`config.mk`:
```
export PLATFORM = sky130hd
export DESIGN_NAME = dvp_gray_scale
export DESIGN_NICKNAME = d
export VERILOG_FILES = /design/src/rtl/dvp_pkg.sv /design/src/rtl/dvp_pipe_stage.sv /design/src/rtl/dvp_gray_scale.sv
export SDC_FILE = /design/constraint.sdc
export NUM_CORES = 1
export LEC_CHECK = 0
export CAP_MARGIN = 20
export CORE_ASPECT_RATIO = 1.2
export CORE_MARGIN = 4
export CORE_UTILIZATION = 55
export DETAILED_ROUTE_END_ITERATION = 8
export DONT_BUFFER_PORTS = 1
export HOLD_SLACK_MARGIN = 0.15
export PLACE_DENSITY = 0.73
export SETUP_SLACK_MARGIN = 0.05
export SLEW_MARGIN = 0
export SYNTH_ARGS = -nofsm -noshare
export SYNTH_HDL_FRONTEND = slang
export SYNTH_SLANG_ARGS = --single-unit
export TNS_END_PERCENT = 5
```
`constraint.sdc`:
```
create_clock -name clk -period 3.5 [get_ports clk]
set_input_delay 1.05 -clock clk [delete_from_list [all_inputs] [get_ports clk]]
set_output_delay 1.05 -clock clk [all_outputs]
set_load 0.1 [all_outputs]
```
`src/rtl/dvp_pkg.sv`:
```
// Shared definitions for the DVP gray-scale path: RGB565 field positions,
// luma coefficients, mode encodings and the pipeline stage payloads.
package dvp_pkg;

  // RGB565 field positions
  localparam int R_MSB = 15;
  localparam int R_LSB = 11;
  localparam int G_MSB = 10;
  localparam int G_LSB = 5;
  localparam int B_MSB = 4;
  localparam int B_LSB = 0;

  // Fixed-point luma: gs = (77*R + 150*G + 29*B + 128) >> 8
  // The coefficients sum to 256, so full-scale white maps to exactly 255.
  localparam int COEF_R     = 77;
  localparam int COEF_G     = 150;
  localparam int COEF_B     = 29;
  localparam int LUMA_SHIFT = 8;
  localparam int LUMA_RND   = 128;

  typedef enum logic {
    GS_MODE_LUMA  = 1'b0,
    GS_MODE_GREEN = 1'b1
  } gs_mode_e;

  // S1 payload: channels expanded to 8 bits plus the sampled mode
  typedef struct packed {
    gs_mode_e   mode;
    logic [7:0] r8;
    logic [7:0] g8;
    logic [7:0] b8;
  } s1_t;

  // S2 payload: weighted products; g8 rides along for green-only mode
  typedef struct packed {
    gs_mode_e    mode;
    logic [14:0] pr;
    logic [15:0] pg;
    logic [12:0] pb;
    logic [7:0]  g8;
  } s2_t;

  // Replicate the top bits into the new LSBs so 0 maps to 0 and full scale to 255
  function automatic logic [7:0] expand5(input logic [4:0] c);
    return {c, c[4:2]};
  endfunction

  function automatic logic [7:0] expand6(input logic [5:0] c);
    return {c, c[5:4]};
  endfunction

endpackage

```
`src/rtl/dvp_pipe_stage.sv`:
```
// One elastic valid/ready register slice. A stage loads whenever it is empty
// or its downstream neighbour is loading, so bubbles collapse and a full
// pipeline still moves one item per cycle.
module dvp_pipe_stage #(
  parameter int W = 8
) (
  input  logic         clk,
  input  logic         rst,
  input  logic         up_vld_i,
  input  logic [W-1:0] up_data_i,
  input  logic         dn_ld_i,
  output logic         ld_o,
  output logic         vld_o,
  output logic [W-1:0] data_o
);

  logic         v_q;
  logic         v_d;
  logic [W-1:0] data_q;
  logic [W-1:0] data_d;

  assign ld_o   = ~v_q | dn_ld_i;
  assign vld_o  = v_q;
  assign data_o = data_q;

  // Next state: take upstream contents on load, otherwise hold
  always_comb begin
    // NOTE: defaults first so every path assigns v_d/data_d; a missing branch would infer a latch.
    v_d    = v_q;
    data_d = data_q;
    if (ld_o) begin
      v_d = up_vld_i;
      if (up_vld_i) begin
        data_d = up_data_i;
      end
    end
  end

  // State register with synchronous reset
  always_ff @(posedge clk) begin
    if (rst) begin
      v_q    <= 1'b0;
      // NOTE: data is cleared as well as the valid bit so the output reads 0 after reset.
      data_q <= '0;
    end else begin
      // NOTE: non-blocking assignments so all flops update together on the edge.
      v_q    <= v_d;
      data_q <= data_d;
    end
  end

endmodule

```
`src/rtl/dvp_gray_scale.sv`:
```
// RGB565 to 8-bit gray-scale converter. Three elastic stages:
// S1 expands the channels, S2 forms the weighted products and S3 sums and
// rounds (or passes green through). It also keeps a saturating count of
// delivered output pixels.
module dvp_gray_scale
  import dvp_pkg::*;
#(
  parameter int RGB_PXL_W = 16,
  parameter int GS_PXL_W  = 8,
  parameter int PXL_CNT_W = 20
) (
  input  logic                 clk,
  input  logic                 rst,
  input  logic [RGB_PXL_W-1:0] rgb_pxl_i,
  input  logic                 rgb_pxl_vld_i,
  output logic                 rgb_pxl_rdy_o,
  input  logic                 dcr_gs_mode_i,
  input  logic                 cnt_clr_i,
  output logic [GS_PXL_W-1:0]  gs_pxl_o,
  output logic                 gs_pxl_vld_o,
  input  logic                 gs_pxl_rdy_i,
  output logic [PXL_CNT_W-1:0] gs_pxl_cnt_o
);

  s1_t                 s1_in;
  s1_t                 s1_q;
  s2_t                 s2_in;
  s2_t                 s2_q;
  logic [GS_PXL_W-1:0] s3_in;
  logic [15:0]         luma_sum;
  logic                v1;
  logic                v2;
  logic                ld2;
  logic                ld3;
  logic                out_hs;
  logic [PXL_CNT_W-1:0] cnt_q;
  logic [PXL_CNT_W-1:0] cnt_d;

  // S1 input: expand RGB565 channels to 8 bits and sample the mode
  always_comb begin
    s1_in.mode = gs_mode_e'(dcr_gs_mode_i);
    s1_in.r8   = expand5(rgb_pxl_i[R_MSB:R_LSB]);
    s1_in.g8   = expand6(rgb_pxl_i[G_MSB:G_LSB]);
    s1_in.b8   = expand5(rgb_pxl_i[B_MSB:B_LSB]);
  end

  dvp_pipe_stage #(.W($bits(s1_t))) u_s1 (
    .clk       (clk),
    .rst       (rst),
    .up_vld_i  (rgb_pxl_vld_i),
    .up_data_i (s1_in),
    .dn_ld_i   (ld2),
    .ld_o      (rgb_pxl_rdy_o),
    .vld_o     (v1),
    .data_o    (s1_q)
  );

  // S2 input: unsigned weighted products, widths sized for 255 * coefficient
  always_comb begin
    s2_in.mode = s1_q.mode;
    s2_in.pr   = 15'(s1_q.r8) * 15'(COEF_R);
    s2_in.pg   = 16'(s1_q.g8) * 16'(COEF_G);
    s2_in.pb   = 13'(s1_q.b8) * 13'(COEF_B);
    s2_in.g8   = s1_q.g8;
  end

  dvp_pipe_stage #(.W($bits(s2_t))) u_s2 (
    .clk       (clk),
    .rst       (rst),
    .up_vld_i  (v1),
    .up_data_i (s2_in),
    .dn_ld_i   (ld3),
    .ld_o      (ld2),
    .vld_o     (v2),
    .data_o    (s2_q)
  );

  // S3 input: rounded luma (peak sum 65408 fits in 16 bits) or raw green
  always_comb begin
    luma_sum = 16'(s2_q.pr) + s2_q.pg + 16'(s2_q.pb) + 16'(LUMA_RND);
    if (s2_q.mode == GS_MODE_GREEN) begin
      s3_in = GS_PXL_W'(s2_q.g8);
    end else begin
      s3_in = GS_PXL_W'(luma_sum >> LUMA_SHIFT);
    end
  end

  dvp_pipe_stage #(.W(GS_PXL_W)) u_s3 (
    .clk       (clk),
    .rst       (rst),
    .up_vld_i  (v2),
    .up_data_i (s3_in),
    .dn_ld_i   (gs_pxl_rdy_i),
    .ld_o      (ld3),
    .vld_o     (gs_pxl_vld_o),
    .data_o    (gs_pxl_o)
  );

  assign out_hs       = gs_pxl_vld_o & gs_pxl_rdy_i;
  assign gs_pxl_cnt_o = cnt_q;

  // Delivered-pixel counter: clear has priority, saturates at all-ones
  always_comb begin
    cnt_d = cnt_q;
    if (cnt_clr_i) begin
      cnt_d = '0;
    end else if (out_hs && (cnt_q != '1)) begin
      cnt_d = cnt_q + PXL_CNT_W'(1);
    end
  end

  // Counter register
  always_ff @(posedge clk) begin
    if (rst) begin
      cnt_q <= '0;
    end else begin
      cnt_q <= cnt_d;
    end
  end

endmodule

```
---- Yosys cells after proc, flatten, opt, wreduce, memory -nomap -nowiden ----
Index checks and enable logic that the tools add are counted.
operators by class
  multiply operators ...................... 3
  bitwise logic cells ..................... 7
  reduce and logical (&&, ||, !) cells .... 5
  add/subtract/negate cells ............... 4
  multiplexer cells ....................... 1
  equality and inequality tests ........... 1
operators by type and width
  operator                 number
  $mul A8 B7 Y15 const B   2
  $add A20 B1 Y20 const B  1
  $ne A20 B20 Y1 const B   1
  $add A15 B16 Y16         1
  $add A16 B13 Y16         1
  $add A16 B8 Y16 const B  1
  $mul A8 B5 Y13 const B   1
  $mux W8                  1
  $reduce_and A2 Y1        3
  $not A1 Y1               3
  $or A1 B1 Y1             3
  $reduce_or A2 Y1         1
  $and A1 B1 Y1            1
  $logic_and A1 B1 Y1      1
storage, ports and cells
  flip-flop bits (word level) ............. 108
  logic and storage cells ................. 28
  output and inout bits ................... 30
  input port bits ......................... 22

---- Depth between registers and ports, before layout ----
Gate-level depths: netlist (run 1).
  word-level depth ........................ 5
  depth in mapped cells ................... 15
  depth with buffers taken out ............ 15

---- Modules after synthesis ----
Synthesis (run 1) repeated with hierarchy kept, for this count alone.
unflattened totals
  cell total of the unflattened synthesis .. 971
  area, all modules ....................... 9100.0 um2
modules (own cells, without submodules)
  module                  area an instance (um2)  instances  cells an instance  sequential area each (um2)
  dvp_gray_scale          4864.7                  1          565                400.4
  dvp_pipe_stage at u_s2  2567.5                  1          246                1081.0
  dvp_pipe_stage at u_s1  1226.2                  1          119                520.5
  dvp_pipe_stage at u_s3  441.7                   1          41                 180.2

---- Least setup slack after synthesis (run 1) ----
No wires, ideal clock.
  path kind ............................... flip-flop to flip-flop
  start point ............................. reg u_s1.data_q[14] (netlist: u_s1.data_o[14])
  end point ............................... reg u_s2.data_q[35] (netlist: u_s2.data_o[35])
  library setup time ...................... 0.086 ns
  slack ................................... -0.166 ns
  buffers on the path ..................... 0
  data required time ...................... 3.414 ns
  clock period less this slack ............ 3.666 ns
  stages on the path, launching flop included .. 15
  data arrival time ....................... 3.581 ns
  cell sequence ........................... dfxtp_1 > ha_1 > ha_1 > inv_1 > fa_1 > fa_1 > inv_1 > ha_1 > and4_1 > a211oi_1 > o21ai_0 > a31oi_1 > a21oi_1 > xnor2_1 > a211oi_1
on the way
  word-level cells in the longest chain between the ends .. 1
ends and longest elaborated chain
  element                 line                  source
  from (decl)             dvp_pipe_stage.sv:19  logic [W-1:0] data_q;
  from (signal assigned)  dvp_pipe_stage.sv:48  data_q <= data_d;
  $mul A8 B7 Y15          dvp_gray_scale.sv:62  s2_in.pg = 16'(s1_q.g8) * 16'(COEF_G);
  to (signal assigned)    dvp_pipe_stage.sv:48
  to (decl)               dvp_pipe_stage.sv:19
No other way between the ends.
A chain may end at the register's enable or synchronous reset.

---- Final worst setup path (run 1) ----
  start point ............................. reg u_s1.data_q[14] (netlist: u_s1.data_o[14])
  end point ............................... reg u_s2.data_q[31] (netlist: u_s2.data_o[31])
The elaborated chain is that of the path after synthesis.

==> results.rst, run 1 <==
.. list-table::
   :header-rows: 1

   * - Metric
     - Value
   * - Combinational family with the most area after synthesis
     - adder cells
   * - Number of slew-limit violations in the final report
     - 0
   * - Die width
     - ~110 um
   * - Iter 0 DRT Violations
     - around 280
   * - Level count of the clock H-tree
     - 3
   * - Maximum clock skew at final layout
     - between 0.006 and 0.007 ns
   * - Post-synthesis instance area
     - about 7400 sq um
   * - Insertion delay of the later-clocked pin in the worst-skew pair
     - 0.35 ns
   * - CTS clock-pin slew for the worst setup and hold paths
     - about 0.070 ns
   * - Share of layout cells above drive strength 1
     - 11.8%
   * - Kind of capture point of the worst setup path
     - register
   * - Count of standard-cell rows
     - 46
   * - Worst Hold Slack
     - 0.446 ns
   * - Final period demand of the worst path
     - ~3.4 ns
   * - Total die area
     - about 15000 sq um
   * - Pwr Total
     - 3.00 mW
   * - Worst-path maximum fanout
     - 3
   * - Routed WL per cell
     - around 14 um
   * - Static leakage
     - 4.03 nW
   * - Unrepaired setup endpoints after global routing
     - true
   * - Number of flops mapped to enable cells by yosys
     - 0
   * - Worst relative slew slack
     - 33.0%
   * - Net count after synthesis
     - ~1100
   * - Result of the run
     - complete, no violations
   * - Final HPWL DP
     - between 10000 and 15000 um
   * - Synth async-reset ratio
     - 0%
   * - DR vias/cell
     - approximately 5.3
   * - Data arrival time of the critical path
     - roughly 3.7 ns
   * - Post-detailed-route DRC marker count
     - 0
   * - Commonest register cell after synthesis
     - sky130_fd_sc_hd__dfxtp_1
   * - Buffers & Inverters on Critical Path
     - 5
   * - Via count of the first global-routing pass
     - between 5000 and 6000
   * - Yosys warning count
     - 0
   * - Synthesis-to-layout area growth
     - 12.9%
   * - Largest voltage drop on the vdd net
     - between 0.0002 and 0.00025 V
   * - # Max-Cap Violations
     - 0
   * - Synth Area in XOR/XNOR
     - about 5.5%
   * - Filler cell count in the final layout
     - between 1000 and 1500
   * - Total placed instance area
     - around 7800 sq um
   * - Number of search-and-repair iterations in the first detailed-routing pass
     - 4
   * - Fmax
     - ~290 MHz
   * - Nature of the critical path startpoint
     - register
   * - CP max stage cell
     - sky130_fd_sc_hd__fa_1
   * - Number of routed nets with antenna violations
     - 0
   * - Clock Root Buffer
     - sky130_fd_sc_hd__clkbuf_16
   * - Sequential Power Share
     - 40.9%
   * - Hold_buf cts
     - 0
   * - Total congestion overflow after global routing
     - 0
   * - Sequential element share of the synthesized area
     - 26.4%
   * - CP top delay family
     - adder cells
   * - Multi-input logic area
     - 4980 sq um
   * - Highest cell delay on the worst timing path
     - 0.51 ns
   * - Basic-gate share of the synthesized area counting and, or, nand and nor cells
     - between 10% and 20%
   * - Y dimension of the die
     - around 130 um
   * - Category of the most critical setup path
     - reg -> reg
   * - Wire length of the first global-routing pass
     - approximately 26000 um
   * - Total power density per cell area
     - approximately 360 nW/um^2
   * - Internal power component
     - about 2.1 mW
   * - Worst endpoint required time
     - between 3 and 4 ns
   * - CP Cell Sequence
     - ha_4 > ha_1 > inv_1 > fa_1 > fa_1 > inv_2 > ha_4 > a21o_1 > a211oi_2 > o21ai_2 > buf_4 > buf_4 > buf_4 > xor2_2 > nand2_1 > a21oi_1
   * - Via count
     - about 5700
   * - Yosys cell types
     - 57
   * - Switching power as a share of total power
     - between 30% and 40%
   * - Adder and majority gate portion of the synthesized area
     - 31.1%
   * - Area of all placed cells without fillers
     - around 8300 sq um
   * - Number of cells produced by synthesis
     - 870
   * - Maximum number of pins on one net before global-route repair
     - 75
   * - Effective utilization at floorplan
     - 55.8%
   * - Number of sinks on the clock net
     - 97
   * - Final worst-path cycle share
     - 97.3%
   * - Net Sw Power
     - approximately 0.9 mW
   * - Cell type with the highest occurrence count on the critical path
     - sky130_fd_sc_hd__buf_4
   * - Post-synthesis compound-gate area fraction
     - 14.3%
   * - Clock tree from TritonCTS
     - yes
   * - Placer congestion estimate
     - approximately 0.87
   * - Diode count
     - 0
   * - Cts bufs inserted
     - 9
   * - Total Wirelength
     - around 15000 um
   * - Antenna violations before repair
     - 0
   * - Combinational cell fraction of total power
     - 24.7%
   * - Syn_area_per_cell
     - 8.46 sq um
   * - Number of synthesized register bits
     - 97
   * - Net total in the final layout
     - 1086
   * - Top Ports
     - 52
   * - Core Area
     - 13200 sq um
   * - Mux cell area share after synthesis
     - less than 1%
   * - # setup viols final
     - 0
   * - Fraction of power consumed by the clock network
     - 34.5%
   * - FF/Latch Area
     - 1960 sq um
   * - Global-route usage over all layers
     - a little over a fifth
   * - Worst hold-check path type
     - reg -> reg
   * - Port-buffer cells
     - 0
   * - Tightest Pin Transition
     - 1.00 ns
   * - Hold violation total from the final report
     - 0
   * - Clock buffer depth
     - 2
==> registers in the layout, summed over array words and instances (netlist names) <==
name          count
u_s3.vld_o        1
u_s2.data_o      49
gs_pxl_cnt_o     20
u_s1.data_o      17
u_s1.vld_o        1
u_s3.data_o       8
u_s2.vld_o        1
==> cell usage in the layout, fill, tap and decap left out, types with 4 or more instances in the layout <==
| master | instances |
|---|---|
| sky130_fd_sc_hd__nor3_1 | 6 |
| sky130_fd_sc_hd__nor2b_1 | 7 |
| sky130_fd_sc_hd__or3_1 | 4 |
| sky130_fd_sc_hd__a21oi_1 | 83 |
| sky130_fd_sc_hd__fa_1 | 37 |
| sky130_fd_sc_hd__dfxtp_2 | 10 |
| sky130_fd_sc_hd__nand2_1 | 118 |
| sky130_fd_sc_hd__a21o_1 | 12 |
| sky130_fd_sc_hd__and4_1 | 7 |
| sky130_fd_sc_hd__buf_4 | 48 |
| sky130_fd_sc_hd__inv_1 | 122 |
| sky130_fd_sc_hd__nor2_1 | 58 |
| sky130_fd_sc_hd__o21ai_0 | 20 |
| sky130_fd_sc_hd__and3_1 | 7 |
| sky130_fd_sc_hd__nand4_1 | 6 |
| sky130_fd_sc_hd__xnor2_1 | 29 |
| sky130_fd_sc_hd__ha_1 | 119 |
| sky130_fd_sc_hd__clkbuf_16 | 9 |
| sky130_fd_sc_hd__a21oi_2 | 7 |
| sky130_fd_sc_hd__a211oi_1 | 9 |
| sky130_fd_sc_hd__dfxtp_1 | 86 |
| sky130_fd_sc_hd__o21a_1 | 5 |
| sky130_fd_sc_hd__ha_4 | 5 |
| sky130_fd_sc_hd__xor2_1 | 16 |
| sky130_fd_sc_hd__nand3_1 | 16 |
==> final cells by class <==
cell class / instances / share of cell area [%]
Clock buffer: 13 / 3.25
Clock inverter: 3 / 0.557
Inverter: 124 / 5.60
Multi-Input combinational cell: 622 / 59.9
Sequential cell: 97 / 23.6
Tap cell: 168 / 2.53
Timing Repair Buffer: 49 / 4.58
==> synth_stat cells, types with 3 or more instances <==
cell	number	area (sq um)
sky130_fd_sc_hd__ha_1	124	1550
sky130_fd_sc_hd__inv_1	123	462
sky130_fd_sc_hd__nand2_1	118	443
sky130_fd_sc_hd__dfxtp_1	97	1940
sky130_fd_sc_hd__a21oi_1	87	435
sky130_fd_sc_hd__nor2_1	58	218
sky130_fd_sc_hd__fa_1	37	741
sky130_fd_sc_hd__xnor2_1	29	254
sky130_fd_sc_hd__clkbuf_1	23	86.3
sky130_fd_sc_hd__o21ai_0	23	115
sky130_fd_sc_hd__xor2_1	17	149
sky130_fd_sc_hd__nand3_1	16	80.1
sky130_fd_sc_hd__a21o_1	12	90.1
sky130_fd_sc_hd__a211oi_1	11	82.6
sky130_fd_sc_hd__and3_1	7	43.8
sky130_fd_sc_hd__and4_1	7	61.3
sky130_fd_sc_hd__nor2b_1	7	43.8
sky130_fd_sc_hd__nand4_1	6	37.5
sky130_fd_sc_hd__nor3_1	6	30.0
sky130_fd_sc_hd__o21a_1	5	37.5
sky130_fd_sc_hd__a31oi_1	4	25.0
sky130_fd_sc_hd__or3_1	4	25.0
sky130_fd_sc_hd__a21oi_2	3	26.3
sky130_fd_sc_hd__o21bai_1	3	22.5
==> worst min-delay path: cells and delay by family (launching register included) <==
family | cells | cell delay, ns
flip-flops | 1 | 0.31
AND/OR/NAND/NOR | 1 | 0.05
AO/OA/AOI/OAI | 1 | 0.05
==> kinds of logic (layout without fill, tap and decap cells) <==
| logic type | count (synthesis) | in the layout |
|---|---|---|
| and+or+nand+nor | 241 | 241 |
| buffers and inverters | 151 | 189 |
| DFF | 97 | 97 |
| muxes | 2 | 2 |
| xor gates and xnor gates | 46 | 46 |
| AOI/OAI and AO/OA | 172 | 172 |
| adders and majority gates | 161 | 161 |
==> per-stage QoR <==
stage / TNS (ns) / util (%) / cells / setup WS, ns
floorplan: 0 / - / 870 / 0.0710
global placement: 0 / 59.4 / 1057 / 0.0437
detailed placement: -0.0336 / 59.4 / 1057 / -0.0336
CTS: 0 / 62.2 / 1076 / 0.0280
global route: -0.0811 / 63.1 / 1076 / -0.0470
finish: 0 / 63.1 / 1076 / 0.0956
==> worst paths after layout <==
| kind | from | endpoint | slack, ns | depth (start not counted) |
|---|---|---|---|---|
| hold / removal | u_s2.data_o[47] | u_s2.data_o[47] | 0.45 | 2 |
| setup reg to reg | u_s1.data_o[14] | u_s2.data_o[31] | 0.1 | 16 |
| hold reg to reg | u_s2.data_o[47] | u_s2.data_o[47] | 0.45 | 2 |
| setup / recovery | u_s1.data_o[14] | u_s2.data_o[31] | 0.1 | 16 |
==> power groups by stage <==
| stage | registers, mW | clock network, mW | logic, mW |
|---|---|---|---|
| after floorplan | 1.25 | 0 | 0.539 |
| after detailed placement | 1.25 | 0 | 0.706 |
| after global routing | 1.23 | 1.11 | 0.856 |
| final | 1.23 | 1.03 | 0.740 |
| after global placement | 1.25 | 0 | 0.685 |
| after CTS | 1.23 | 1.06 | 0.719 |
==> layer usage <==
layer  GRT usage [%]  up-vias  wire length, um
met4            7.08        0              305
met3            3.18       19              656
met2            36.1       92             7680
met1            26.9     2655             6780
met5               0        -                0
li1                -     2973                -
==> what timing repair did <==
| action | in CTS | in global routing |
|---|---|---|
| pin swaps | 5 | 7 |
| setup endpoints to repair | 2 | 16 |
| gates resized for setup | 4 | 27 |
| gates cloned | 0 | 0 |
| setup buffers | 3 | 0 |
No activity file was read; power rests on OpenSTA's default activity.
==> run 2, diff against run 1 <==
- GPL_TIMING_DRIVEN: unset -> 0
- SYNTH_HIERARCHICAL: unset -> 1
==> run 2 against run 1 <==
Against the previous run:
- the flow now finishes with violations (negative setup slack)
- critical path depth down 2
- largest cell class unchanged
- worst setup slack worse by 0.12 ns
- die area up 22%
- flip-flop and latch count up 12
- final area up 20%
- sequential share of layout area down 1.2 points
==> results.rst, run 2 <==
.. list-table::
   :header-rows: 1

   * - Metric
     - Value
   * - Data arrival time of the critical path
     - 3.82 ns (was 3.69 ns)
   * - Biggest area consumer among synthesized cells
     - sky130_fd_sc_hd__dfxtp_1 (unchanged)
   * - # setup viols final
     - 1 (was 0)
   * - Number of cells produced by synthesis
     - 971 (was 870)
   * - Maximum clock skew at final layout
     - 0.00672 ns (was 0.00651 ns)
   * - Static leakage
     - 4.47 nW (was 4.03 nW)
   * - Core Area
     - 16200 sq um (was 13200 sq um)
   * - Number of routed nets with antenna violations
     - 0 (unchanged)
   * - Synthesis-to-layout area growth
     - 9.46% (was 12.9%)
   * - Post-synthesis instance area
     - 9100 sq um (was 7360 sq um)
   * - Multi-input logic area
     - 6280 sq um (was 4980 sq um)
   * - Total die area
     - 18700 sq um (was 15300 sq um)
   * - Net Sw Power
     - 1.04 mW (was 0.911 mW)
   * - Nature of the critical path startpoint
     - register (unchanged)
   * - Maximum number of pins on one net before global-route repair
     - 19 (was 75)
   * - Net count after synthesis
     - 1158 (was 1053)
   * - Number of flip-flops under the largest register name
     - 53 (was 49)
   * - Hold_buf cts
     - 0 (unchanged)
   * - Commonest register cell after synthesis
     - sky130_fd_sc_hd__dfxtp_1 (unchanged)
   * - Hold path startpoint
     - u_s1/data_o[24] (was u_s2.data_o[47])
   * - Worst-path maximum fanout
     - 4 (was 3)
   * - Reg-to-reg critical path startpoint
     - u_s1/data_o[21] (was u_s1.data_o[14])
   * - Number of flops mapped to enable cells by yosys
     - 0 (unchanged)
   * - Adder and majority gate portion of the synthesized area
     - 25.8% (was 31.1%)
   * - Total Wirelength
     - 19300 um (was 15400 um)
   * - Final period demand of the worst path
     - 3.53 ns (was 3.40 ns)
   * - Via count
     - 6561 (was 5739)
   * - R2R Setup Slk
     - -0.03 ns (was 0.1 ns)
   * - Syn_area_per_cell
     - 9.37 sq um (was 8.46 sq um)
   * - Switching power as a share of total power
     - 30.9% (was 30.4%)
   * - Final HPWL DP
     - 15000 um (was 12000 um)
   * - Global-route usage over all layers
     - 21.3% (was 21.0%)
   * - Sequential Power Share
     - 40.6% (was 40.9%)
   * - Synth Area in XOR/XNOR
     - 4.91% (was 5.47%)
   * - Iter 0 DRT Violations
     - 263 (was 276)
   * - Mux cell area share after synthesis
     - 0.234% (was 0.272%)
   * - Top-area cell type share of the netlist area
     - 24.0% (was 26.4%)
   * - Top cells by area, synth
     - sky130_fd_sc_hd__dfxtp_1 24%, sky130_fd_sc_hd__ha_1 17%, sky130_fd_sc_hd__a21bo_1 9.2% (was sky130_fd_sc_hd__dfxtp_1 26%, sky130_fd_sc_hd__ha_1 21%, sky130_fd_sc_hd__fa_1 10%)
   * - Post-synthesis compound-gate area fraction
     - 24.2% (was 14.3%)
   * - Non-filler cells, final
     - 1205 (was 1076)
   * - Combinational cell fraction of total power
     - 25.0% (was 24.7%)
   * - Diode count
     - 0 (unchanged)
   * - CTS clock-pin slew for the worst setup and hold paths
     - 0.07 ns (about the same)
   * - Effective utilization at floorplan
     - 56.1% (was 55.8%)
   * - Failing checks
     - negative setup slack
   * - Worst Hold Slack
     - 0.544 ns (was 0.446 ns)
   * - Number of sinks on the clock net
     - 109 (was 97)
   * - Final worst-path cycle share
     - 101% (was 97.3%)
   * - Number of cells traversed by the worst hold path
     - 2 (unchanged)
   * - Worst endpoint required time
     - 3.80 ns (was 3.78 ns)
   * - Tightest Pin Transition
     - 1.17 ns (was 1.00 ns)
   * - Routed WL per cell
     - 16.0 um (was 14.3 um)
   * - Unrepaired setup endpoints after global routing
     - true (unchanged)
   * - Port-buffer cells
     - 0 (unchanged)
   * - Cts bufs inserted
     - 9 (unchanged)
   * - Kind of capture point of the worst setup path
     - register (unchanged)
   * - Die width
     - 125 um (was 114 um)
   * - Wire length of the first global-routing pass
     - 32500 um (was 26300 um)
   * - Final-layout setup total negative slack
     - -0.0250 ns (was 0 ns)
   * - Number of search-and-repair iterations in the first detailed-routing pass
     - 4 (unchanged)
   * - Internal power component
     - 2.32 mW (was 2.09 mW)
   * - Most instantiated cells after synthesis
     - 127 x sky130_fd_sc_hd__ha_1, 113 x sky130_fd_sc_hd__inv_1, 109 x sky130_fd_sc_hd__dfxtp_1, 97 x sky130_fd_sc_hd__nand3_1 (was 124 x sky130_fd_sc_hd__ha_1, 123 x sky130_fd_sc_hd__inv_1, 118 x sky130_fd_sc_hd__nand2_1, 97 x sky130_fd_sc_hd__dfxtp_1, 87 x sky130_fd_sc_hd__a21oi_1)
   * - Clock tree from TritonCTS
     - yes (unchanged)
   * - Via count of the first global-routing pass
     - 6622 (was 5708)
   * - Post-detailed-route DRC marker count
     - 0 (unchanged)
   * - Commonest non-fill, non-tap cell in the layout
     - sky130_fd_sc_hd__ha_1 (was sky130_fd_sc_hd__inv_1)
   * - Yosys warning count
     - 6 (was 0)
   * - Number of synthesized register bits
     - 109 (was 97)
   * - Clock buffer depth
     - 2 (unchanged)
   * - Top Ports
     - 52 (unchanged)
   * - Largest voltage drop on the vdd net
     - 0.000207 V (was 0.000229 V)
   * - Combinational family with the most area after synthesis
     - adder cells (unchanged)
   * - Sequential element share of the synthesized area
     - 24.0% (was 26.4%)
   * - Filler cell count in the final layout
     - 1395 (was 1117)
   * - Y dimension of the die
     - 149 um (was 135 um)
   * - Yosys cell types
     - 58 (was 57)
   * - Basic-gate share of the synthesized area counting and, or, nand and nor cells
     - 12.1% (was 14.6%)
   * - Result of the run
     - finished, violations left (was complete, no violations)
   * - Total congestion overflow after global routing
     - 0 (unchanged)
   * - FF-to-FF path depth
     - 14 (was 16)
   * - Instance count after placement with tap cells included
     - 1183 (was 1057)
   * - FF/Latch Area
     - 2230 sq um (was 1960 sq um)
   * - R2r endpoint
     - u_s2/data_o[50] (was u_s2.data_o[31])
   * - Category of the most critical setup path
     - reg -> reg (unchanged)
   * - Hold violation total from the final report
     - 0 (unchanged)
   * - Placer congestion estimate
     - 0.832 (was 0.870)
   * - Clock Root Buffer
     - sky130_fd_sc_hd__clkbuf_16 (unchanged)
   * - Fraction of power consumed by the clock network
     - 34.4% (was 34.5%)
   * - Count of standard-cell rows
     - 51 (was 46)
   * - Total power density per cell area
     - 337 nW/um^2 (was 361 nW/um^2)
   * - Pwr Total
     - 3.35 mW (was 3.00 mW)
   * - DR vias/cell
     - 5.44 (was 5.33)
   * - Synth async-reset ratio
     - 0% (unchanged)
   * - Net total in the final layout
     - 1175 (was 1086)
   * - # Max-Cap Violations
     - 0 (unchanged)
   * - Final setup slack of the worst path
     - -0.0250 ns (was 0.0956 ns)
   * - Fmax
     - 284 MHz (was 294 MHz)
   * - Hold Path Sink
     - u_s2/data_o[52] (was u_s2.data_o[47])
   * - Most frequent cells in the layout
     - 120 x sky130_fd_sc_hd__ha_1, 110 x sky130_fd_sc_hd__inv_1, 97 x sky130_fd_sc_hd__nand3_1 (was 122 x sky130_fd_sc_hd__inv_1, 119 x sky130_fd_sc_hd__ha_1, 118 x sky130_fd_sc_hd__nand2_1)
   * - Insertion delay of the later-clocked pin in the worst-skew pair
     - 0.36 ns (was 0.35 ns)
   * - Number of slew-limit violations in the final report
     - 0 (unchanged)
   * - Worst relative slew slack
     - 21.7% (was 33.0%)
   * - Worst hold-check path type
     - reg -> reg (unchanged)
   * - Final core occ
     - 61.5% (was 63.1%)
   * - Most frequent cell after synthesis
     - sky130_fd_sc_hd__ha_1 (unchanged)
   * - Level count of the clock H-tree
     - 3 (unchanged)
   * - Share of layout cells above drive strength 1
     - 19.9% (was 11.8%)
   * - Antenna violations before repair
     - 0 (unchanged)
==> run 2: cell count changes in the layout (fill, tap and decap cells not counted), sizes merged, moves of 7 or more <==
cell / before / now
a211oi: 12 / 3
a21bo: 1 / 86
a21oi: 90 / 107
clkbuf: 13 / 27
dfxtp: 97 / 109
inv: 124 / 115
nand2: 118 / 29
nand3: 16 / 97
nor2: 58 / 41
o21ai: 24 / 17
==> run 2: stage by stage <==
step                area (sq um)  worst slack, ns
detailed placement          9370           -0.385
finish                      9960          -0.0250
floorplan                   9100          -0.0602
global placement            9370           -0.380
CTS                         9860          -0.0352
global route                9960           -0.207
==> run 2: metal layers <==
layer / part of all wire, % / vias up / track usage, %
li1: - / 3391 / -
met3: 4.1 / 29 / 3.55
met4: 3.0 / 0 / 8.13
met2: 47 / 118 / 35.9
met5: 0 / - / 0
met1: 45 / 3023 / 27.4
==> run 2: critical path, cell delays in order, from the launching register on <==
cell and delay [ns]:
sky130_fd_sc_hd__dfxtp_4 0.37, sky130_fd_sc_hd__ha_4 0.25, sky130_fd_sc_hd__ha_4 0.25, sky130_fd_sc_hd__inv_2 0.03, sky130_fd_sc_hd__fa_1 0.48, sky130_fd_sc_hd__fa_1 0.53
sky130_fd_sc_hd__inv_2 0.04, sky130_fd_sc_hd__ha_4 0.23, sky130_fd_sc_hd__nand2_2 0.07, sky130_fd_sc_hd__o21ai_2 0.06, sky130_fd_sc_hd__or4_4 0.52, sky130_fd_sc_hd__a211o_1 0.27
sky130_fd_sc_hd__o211ai_1 0.10, sky130_fd_sc_hd__nand3_1 0.13, sky130_fd_sc_hd__a21oi_2 0.13
==> run 2: kinds of logic (layout without fill, tap and decap cells) <==
logic type | count (synthesis) | in the layout
other cells | 1 | 1
simple gates | 216 | 216
compound gates | 259 | 259
buf+inv | 168 | 190
flops | 109 | 109
xor+xnor | 51 | 51
mux | 2 | 2
fa+ha+maj | 165 | 165
==> run 2: layout make-up <==
type	instances	area share (%)
clock buffer	10	2.40
buffer	54	3.74
inverter	113	4.26
clock inverter	6	0.930
timing repair buffer	7	0.565
tap	212	2.66
sequential	109	22.3
multi-input combinational	694	63.1
==> run 2: repair_timing <==
item	4_1_cts	5_1_grt
buffers inserted	6	0
gates resized for setup	33	25
cloned	0	0
endpoints found under the setup margin	17	18
endpoints found under the hold margin	0	0
pin swaps	19	15
==> run 2: worst max path at each step <==
| stage | startpoint | to | slack (ns) | depth (start not counted) |
|---|---|---|---|---|
| 4_1_cts | u_s1/data_o[19] | u_s2/data_o[50] | -0.04 | 14 |
| 6_report | u_s1/data_o[21] | u_s2/data_o[50] | -0.03 | 14 |
| 5_1_grt | u_s1/data_o[21] | u_s2/data_o[50] | -0.21 | 14 |
| 3_5_place_dp | u_s1/data_o[21] | u_s2/data_o[51] | -0.38 | 14 |
| 3_3_place_gp | u_s1/data_o[21] | u_s2/data_o[51] | -0.38 | 14 |
| 2_1_floorplan | u_s1/data_o[21] | u_s2/data_o[51] | -0.06 | 14 |
==> run 2: power groups by stage <==
stage / registers (mW) / clock network, mW / logic (mW)
floorplan: 1.38 / 0 / 0.624
CTS: 1.36 / 1.17 / 0.810
global placement: 1.39 / 0 / 0.752
detailed placement: 1.39 / 0 / 0.765
global route: 1.37 / 1.22 / 0.957
finish: 1.36 / 1.15 / 0.839
==> run 3, diff against run 2 <==
- CTS_CLUSTER_SIZE: unset -> 20
==> results of run 3 <==
No change in the layout: final DEF, timing and power equal those of run 2.
